`config.mk`:
```
export PLATFORM = sky130hd
export DESIGN_NAME = alu_bist_sequencer
export DESIGN_NICKNAME = d
export VERILOG_FILES = /design/src/rtl/alu_test_pkg.sv /design/src/rtl/alu_bist_delay.sv /design/src/rtl/alu_bist_sequencer.sv
export SDC_FILE = /design/constraint.sdc
export NUM_CORES = 1
export LEC_CHECK = 0
export BUFFER_PORTS_ARGS = -buffer_cell sky130_fd_sc_hd__clkbuf_2
export CELL_PAD_IN_SITES_DETAIL_PLACEMENT = 1
export CELL_PAD_IN_SITES_GLOBAL_PLACEMENT = 2
export CORE_UTILIZATION = 47
export DETAILED_ROUTE_END_ITERATION = 12
export GPL_TIMING_DRIVEN = 0
export PLACE_DENSITY_LB_ADDON = 0.2
export SYNTH_ARGS = -nofsm -noshare
export SYNTH_HDL_FRONTEND = slang
export SYNTH_SLANG_ARGS = --single-unit
```
`constraint.sdc`:
```
create_clock -name clk -period 12.6 [get_ports clk]
set_clock_uncertainty 0.2 [all_clocks]
set_input_delay 3.78 -clock clk [delete_from_list [all_inputs] [get_ports clk]]
set_output_delay 3.78 -clock clk [all_outputs]
set_load 0.1 [all_outputs]
```
`src/rtl/alu_test_pkg.sv`:
```
// Shared definitions for the ALU vector sequencer: flag positions, vector field layout, FSM states.
package alu_test_pkg;

    // Bit positions of the flags inside the 4-bit flag field {CF, ZF, SF, OF}.
    localparam int unsigned CF     = 3;
    localparam int unsigned ZF     = 2;
    localparam int unsigned SF     = 1;
    localparam int unsigned OF     = 0;
    localparam int unsigned FLAG_W = 4;

    typedef enum logic [1:0] {
        StIdle,
        StIssue,
        StDrain,
        StDone
    } bist_state_e;

    // Vector layout, MSB first: {a, b, s, y_exp, C, Z, S, O}.
    function automatic int unsigned vec_width(input int unsigned width, input int unsigned sel_w);
        return 3 * width + sel_w + FLAG_W;
    endfunction

    function automatic int unsigned y_lsb();
        return FLAG_W;
    endfunction

    function automatic int unsigned s_lsb(input int unsigned width);
        return width + FLAG_W;
    endfunction

    function automatic int unsigned b_lsb(input int unsigned width, input int unsigned sel_w);
        return width + sel_w + FLAG_W;
    endfunction

    function automatic int unsigned a_lsb(input int unsigned width, input int unsigned sel_w);
        return 2 * width + sel_w + FLAG_W;
    endfunction

endpackage

```
`src/rtl/alu_bist_delay.sv`:
```
// Valid + payload shift register; an entry pushed at one edge appears at the output
// STAGES-1 cycles after it becomes visible in the first stage.
module alu_bist_delay #(
    parameter int unsigned STAGES = 1,
    parameter int unsigned PW     = 8
) (
    input  logic          clk,
    input  logic          reset,
    input  logic          in_valid,
    input  logic [PW-1:0] in_data,
    output logic          out_valid,
    output logic [PW-1:0] out_data
);

    logic [STAGES-1:0] vld_q;
    logic [PW-1:0]     dat_q [STAGES];

    // Shift valid and payload one stage per cycle.
    always_ff @(posedge clk or posedge reset) begin
        if (reset) begin
            vld_q <= '0;
            for (int i = 0; i < int'(STAGES); i++) begin
                dat_q[i] <= '0;
            end
        end else begin
            vld_q[0] <= in_valid;
            dat_q[0] <= in_data;
            for (int i = 1; i < int'(STAGES); i++) begin
                vld_q[i] <= vld_q[i-1];
                dat_q[i] <= dat_q[i-1];
            end
        end
    end

    assign out_valid = vld_q[STAGES-1];
    assign out_data  = dat_q[STAGES-1];

endmodule

```
`src/rtl/alu_bist_sequencer.sv`:
```
// Self-checking vector sequencer: streams stored vectors into the ALU and counts mismatches.
module alu_bist_sequencer
    import alu_test_pkg::*;
#(
    parameter int unsigned WIDTH   = 32,
    parameter int unsigned SEL_W   = 4,
    parameter int unsigned DEPTH   = 8,
    parameter int unsigned LATENCY = 0,
    parameter int unsigned ERR_W   = 8
) (
    input  logic                       clk,
    input  logic                       reset,
    input  logic                       start,
    input  logic [$clog2(DEPTH):0]     num_vec,
    input  logic                       cmp_flags,
    input  logic                       vec_we,
    input  logic [$clog2(DEPTH)-1:0]   vec_addr,
    input  logic [3*WIDTH+SEL_W+3:0]   vec_wdata,
    output logic [WIDTH-1:0]           dut_a,
    output logic [WIDTH-1:0]           dut_b,
    output logic [SEL_W-1:0]           dut_s,
    input  logic [WIDTH-1:0]           dut_y,
    input  logic [3:0]                 dut_flags,
    output logic                       busy,
    output logic                       done,
    output logic                       pass,
    output logic [ERR_W-1:0]           err_count,
    output logic [$clog2(DEPTH)-1:0]   first_err_idx,
    output logic                       first_err_valid
);

    localparam int unsigned IW    = $clog2(DEPTH);
    localparam int unsigned CW    = IW + 1;
    localparam int unsigned VW    = vec_width(WIDTH, SEL_W);
    localparam int unsigned PW    = IW + WIDTH + FLAG_W;
    localparam int unsigned DW    = $clog2(LATENCY + 1) + 1;
    localparam int unsigned Y_LSB = y_lsb();
    localparam int unsigned S_LSB = s_lsb(WIDTH);
    localparam int unsigned B_LSB = b_lsb(WIDTH, SEL_W);
    localparam int unsigned A_LSB = a_lsb(WIDTH, SEL_W);

    logic [VW-1:0] mem [DEPTH];

    bist_state_e      state_q, state_d;
    logic [IW-1:0]    idx_q, idx_d;
    logic [CW-1:0]    num_q, num_d;
    logic             cmp_q, cmp_d;
    logic [DW-1:0]    drain_q, drain_d;
    logic [WIDTH-1:0] a_q, a_d, b_q, b_d;
    logic [SEL_W-1:0] s_q, s_d;
    logic [ERR_W-1:0] err_q, err_d;
    logic [IW-1:0]    fidx_q, fidx_d;
    logic             fval_q, fval_d;

    logic             push;
    logic [PW-1:0]    push_data;
    logic             chk_valid;
    logic [PW-1:0]    chk_data;
    logic [VW-1:0]    rd_vec;
    logic [CW-1:0]    num_clamped;
    logic             last_vec;
    logic             mismatch;
    logic [WIDTH-1:0] exp_y;
    logic [3:0]       exp_f;
    logic [IW-1:0]    exp_idx;

    assign rd_vec      = mem[idx_q];
    assign num_clamped = (num_vec > CW'(DEPTH)) ? CW'(DEPTH) : num_vec;
    assign last_vec    = ({1'b0, idx_q} == (num_q - 1'b1));
    assign push_data   = {idx_q, rd_vec[Y_LSB +: WIDTH], rd_vec[FLAG_W-1:0]};

    assign exp_f   = chk_data[FLAG_W-1:0];
    assign exp_y   = chk_data[FLAG_W +: WIDTH];
    assign exp_idx = chk_data[FLAG_W+WIDTH +: IW];

    // Case equality so that X/Z on the ALU outputs is reported as a mismatch in simulation.
    assign mismatch = chk_valid &&
                      ((dut_y !== exp_y) || (cmp_q && (dut_flags !== exp_f)));

    assign busy            = (state_q == StIssue) || (state_q == StDrain);
    assign done            = (state_q == StDone);
    assign pass            = done && (err_q == '0);
    assign err_count       = err_q;
    assign first_err_idx   = fidx_q;
    assign first_err_valid = fval_q;
    assign dut_a           = a_q;
    assign dut_b           = b_q;
    assign dut_s           = s_q;

    // Vector storage; writes are dropped while a run is in progress.
    always_ff @(posedge clk) begin
        if (vec_we && !busy) begin
            mem[vec_addr] <= vec_wdata;
        end
    end

    alu_bist_delay #(
        .STAGES (LATENCY + 1),
        .PW     (PW)
    ) u_delay (
        .clk       (clk),
        .reset     (reset),
        .in_valid  (push),
        .in_data   (push_data),
        .out_valid (chk_valid),
        .out_data  (chk_data)
    );

    // State and result registers.
    always_ff @(posedge clk or posedge reset) begin
        if (reset) begin
            state_q <= StIdle;
            idx_q   <= '0;
            num_q   <= '0;
            cmp_q   <= 1'b0;
            drain_q <= '0;
            a_q     <= '0;
            b_q     <= '0;
            s_q     <= '0;
            err_q   <= '0;
            fidx_q  <= '0;
            fval_q  <= 1'b0;
        end else begin
            state_q <= state_d;
            idx_q   <= idx_d;
            num_q   <= num_d;
            cmp_q   <= cmp_d;
            drain_q <= drain_d;
            a_q     <= a_d;
            b_q     <= b_d;
            s_q     <= s_d;
            err_q   <= err_d;
            fidx_q  <= fidx_d;
            fval_q  <= fval_d;
        end
    end

    // Next-state: run sequencing plus mismatch bookkeeping.
    always_comb begin
        state_d = state_q;
        idx_d   = idx_q;
        num_d   = num_q;
        cmp_d   = cmp_q;
        drain_d = drain_q;
        a_d     = a_q;
        b_d     = b_q;
        s_d     = s_q;
        err_d   = err_q;
        fidx_d  = fidx_q;
        fval_d  = fval_q;
        push    = 1'b0;

        case (state_q)
            StIdle, StDone: begin
                if (start) begin
                    num_d   = num_clamped;
                    cmp_d   = cmp_flags;
                    idx_d   = '0;
                    err_d   = '0;
                    fidx_d  = '0;
                    fval_d  = 1'b0;
                    state_d = (num_vec == '0) ? StDone : StIssue;
                end
            end
            StIssue: begin
                push = 1'b1;
                a_d  = rd_vec[A_LSB +: WIDTH];
                b_d  = rd_vec[B_LSB +: WIDTH];
                s_d  = rd_vec[S_LSB +: SEL_W];
                if (last_vec) begin
                    state_d = StDrain;
                    drain_d = DW'(LATENCY);
                end else begin
                    idx_d = idx_q + 1'b1;
                end
            end
            StDrain: begin
                // Stay LATENCY+1 cycles so the last pushed entry is compared.
                if (drain_q == '0) begin
                    state_d = StDone;
                end else begin
                    drain_d = drain_q - 1'b1;
                end
            end
            default: state_d = StIdle;
        endcase

        // The delay line is always empty when a start is accepted, so no overlap with clearing.
        if (mismatch) begin
            if (err_q != '1) begin
                err_d = err_q + 1'b1;
            end
            if (!fval_q) begin
                fval_d = 1'b1;
                fidx_d = exp_idx;
            end
        end
    end

endmodule

```
==> key figures <==
Worst setup path
  • Kind of critical path: reg -> out
  • Delay-heaviest family, CP: buffers and inverters
  • Most used cell, CP: inv_1
  • Worst path max stage delay: approximately 450 ps
  • CP arrival: ~2300 ps
  • Worst path slowest cell: clkbuf_2
  • Worst Setup Start Kind: flip-flop
  • WP buf/inv: 4
  • Crit path cell chain: inv_1, ha_1, clkbuf_1, inv_1, clkbuf_2
  • Critical Path Fanout Max: 8
  • Worst setup EP type: output pin
  • Worst EP required: ~8600 ps

Die
  • Die Ht: ~280 um
  • Core area: 75900 um^2
  • Initial Util: roughly 48%
  • Die span in x: ~280 um
  • I/O pins: between 200 and 250
  • Rows: between 100 and 150
  • Full die area: a little under 80000 um^2

Timing
  • Final max-slew violation count: 0
  • RSZ-0062 raised after global routing: false
  • Rel. slew slack: between 20 and 30%
  • Final Hold Viols: 0
  • Setup-failing EPs final: 0
  • Final worst path period share: about half
  • F_max: around 160 MHz
  • Min Tclk post-route: ~6300 ps
  • Post-route setup TNS: 0 ps
  • Worst-Margin Slew: between 1000 and 1500 ps

Status
  • Outcome: completed

Final layout
  • Commonest cells after routing, fill and taps aside: edfxtp_1 (832), nand2_1 (234), clkbuf_2 (233)
  • Total Nets Final: between 2000 and 2500
  • Syn-to-layout area delta: 18.6%
  • Commonest non-fill, non-tap cell in the layout: edfxtp_1
  • Share of layout cells above drive strength 1: 30.6%

Pwr
  • Pwr Total: 0.00973 W
  • Static leakage: approximately 15 nW
  • Power Density: 227 nW/um^2
  • Maximum vdd drop: roughly 0.17 mV

Global routing
  • Met2 capacity usage during global routing: around 38%
  • GRT overflow: 0
  • Busiest grt layer: met2
  • Initial antenna violation count: 11
  • Met1 Use GR: a little under a third
  • Vias in the first global route: 19800
  • Global Route Usage Sum: between 20% and 30%
  • Pin count of the biggest net entering global routing: slightly below 80
  • GR Layer Usage met3: under 10%
  • Global-route wire length before repair: 130 mm

Yosys
  • Number of flops mapped to enable cells by yosys: 832
  • Synth Register Bits: 962
  • Area leader, netlist: edfxtp_1
  • FFs w/ async S/R, synth: a little over an eighth
  • Synth Instances: ~1800
  • Synth top area cells: edfxtp_1 (69%), mux4_2 (13%), dfrtp_1 (9.0%)
  • Register area share after synthesis: a little under 80%
  • Mapped Area: around 36000 um^2
  • Count of cell types in the netlist: 46
  • Syn Nets: 1961
  • Ys flop type: edfxtp_1
  • Synth warn: 0
  • Top-area cell type share of the netlist area: about 69%
  • Syn_area_per_cell: 20.0 um^2

Placement
  • Dpl hpwl: 56.9 mm
  • # port buffers: approximately 230
  • Placer congestion estimate: around 0.74

Clocking
  • CTS Hold Buffers Added: 0
  • Clock sink count: between 900 and 1000
  • Clk pin slew, worst setup/hold paths: approximately 60 ps
  • CTS buffer count: a little under 100
  • Worst skew pair latency: roughly 650 ps
  • Setup repair bufs after CTS: 0
  • CTS tree: yes
  • Max clock buf depth: 3
  • CTS Root Cell: clkbuf_16
  • Post-CTS sizing: 0
  • CTS H-tree depth: 3

Flow run
  • Maxcap violations: 0

Route
  • 1st-iter DRT viols: 1489
  • DR vias: approximately 18000
  • Antenna-violating nets left: 0
  • Detailed-router iteration count before antenna repair: 5
  • Routed vias/inst: around 5.5
  • WL per Instance: approximately 27 um
  • Final wirelength: 87.8 mm
  • Number of DRC violations after detailed routing: 0

Hold path
  • Hold/Removal Path Class: reg -> reg
[per-layer routing]
metal / vias to the layer above / share of wire [%]
met5: - / 0.12
met4: 14 / 1.8
met3: 103 / 5.6
met2: 455 / 50
met1: 9722 / 43
li1: 7931 / -
[synth_stat cells (7+ instances only)]
cell type and instances:
xor2_1 36, edfxtp_1 832, nand2_1 234, a21oi_1 19, buf_2 28, nor4_1 9
inv_1 18, clkbuf_1 40, a31oi_1 53, nand2b_1 8, mux4_2 208, o21ai_0 12
buf_1 16, ha_1 7, nor2_1 80, mux2i_1 21, dfrtp_1 130
[metrics by stage]
step                      cell area [um^2]  instances  setup WS, ps  util [%]  hold slack, ps
final                                42800       3308          6280      56.4             207
after detailed placement             39600       3122          6000      52.2             201
after CTS                            42800       3304          6250      56.4             213
after floorplan                      36100       1802           706         -             175
after global placement               38600       3065         -7670      50.8             192
after global routing                 42800       3306          6150      56.4             217
[cell type report]
class,count,area (um^2)
repair buffers,290,2150
flip-flops and latches,962,28200
multi-input cells,733,7470
plain buffers,88,384
fillers,6709,33100
clock inverters,42,394
diodes,4,10.0
clock buffers,140,2790
inverters,19,78.8
well taps,1030,1290
[sequential cells by signal, summed over array words and instances (netlist names)]
name,flops
dut_a,32
num_q,4
first_err_idx,3
idx_q,3
mem,832
cmp_q,1
state_q,2
u_delay.out_data,39
u_delay.out_valid,1
dut_b,32
dut_s,4
err_count,8
first_err_valid,1
[path summary, 6_finish.rpt]
kind / end / cells after the start / slack [ps] / from
worst max register to register: mem[3][51]$_DFFE_PP_ / 9 / 9030 / state_q[1]$_DFFE_PP0P_
worst max-delay path: busy / 5 / 6280 / state_q[1]$_DFFE_PP0P_
worst min register to register: u_delay.out_data[36]$_DFF_PP0_ / 0 / 210 / idx_q[0]$_DFFE_PP0P_
max in group asynchronous: u_delay.out_data[20]$_DFF_PP0_ / 3 / 8270 / reset
min in group asynchronous: dut_a[2]$_DFFE_PP0P_ / 2 / 3000 / reset
worst min-delay path: u_delay.out_data[36]$_DFF_PP0_ / 0 / 210 / idx_q[0]$_DFFE_PP0P_
[power by group]
part	internal [W]	switching [W]
sequential	0.00380	0.000185
clock	0.00168	0.00118
combinational	0.000873	0.00201
[cells by family after synthesis]
family,synth area share [%]
compound gates,1.78
xor+xnor,0.946
fa+ha+maj,0.243
buf+inv,1.26
flops,78.2
mux,13.7
simple gates,3.91
Note: power is estimated with default switching activity, not from simulation.
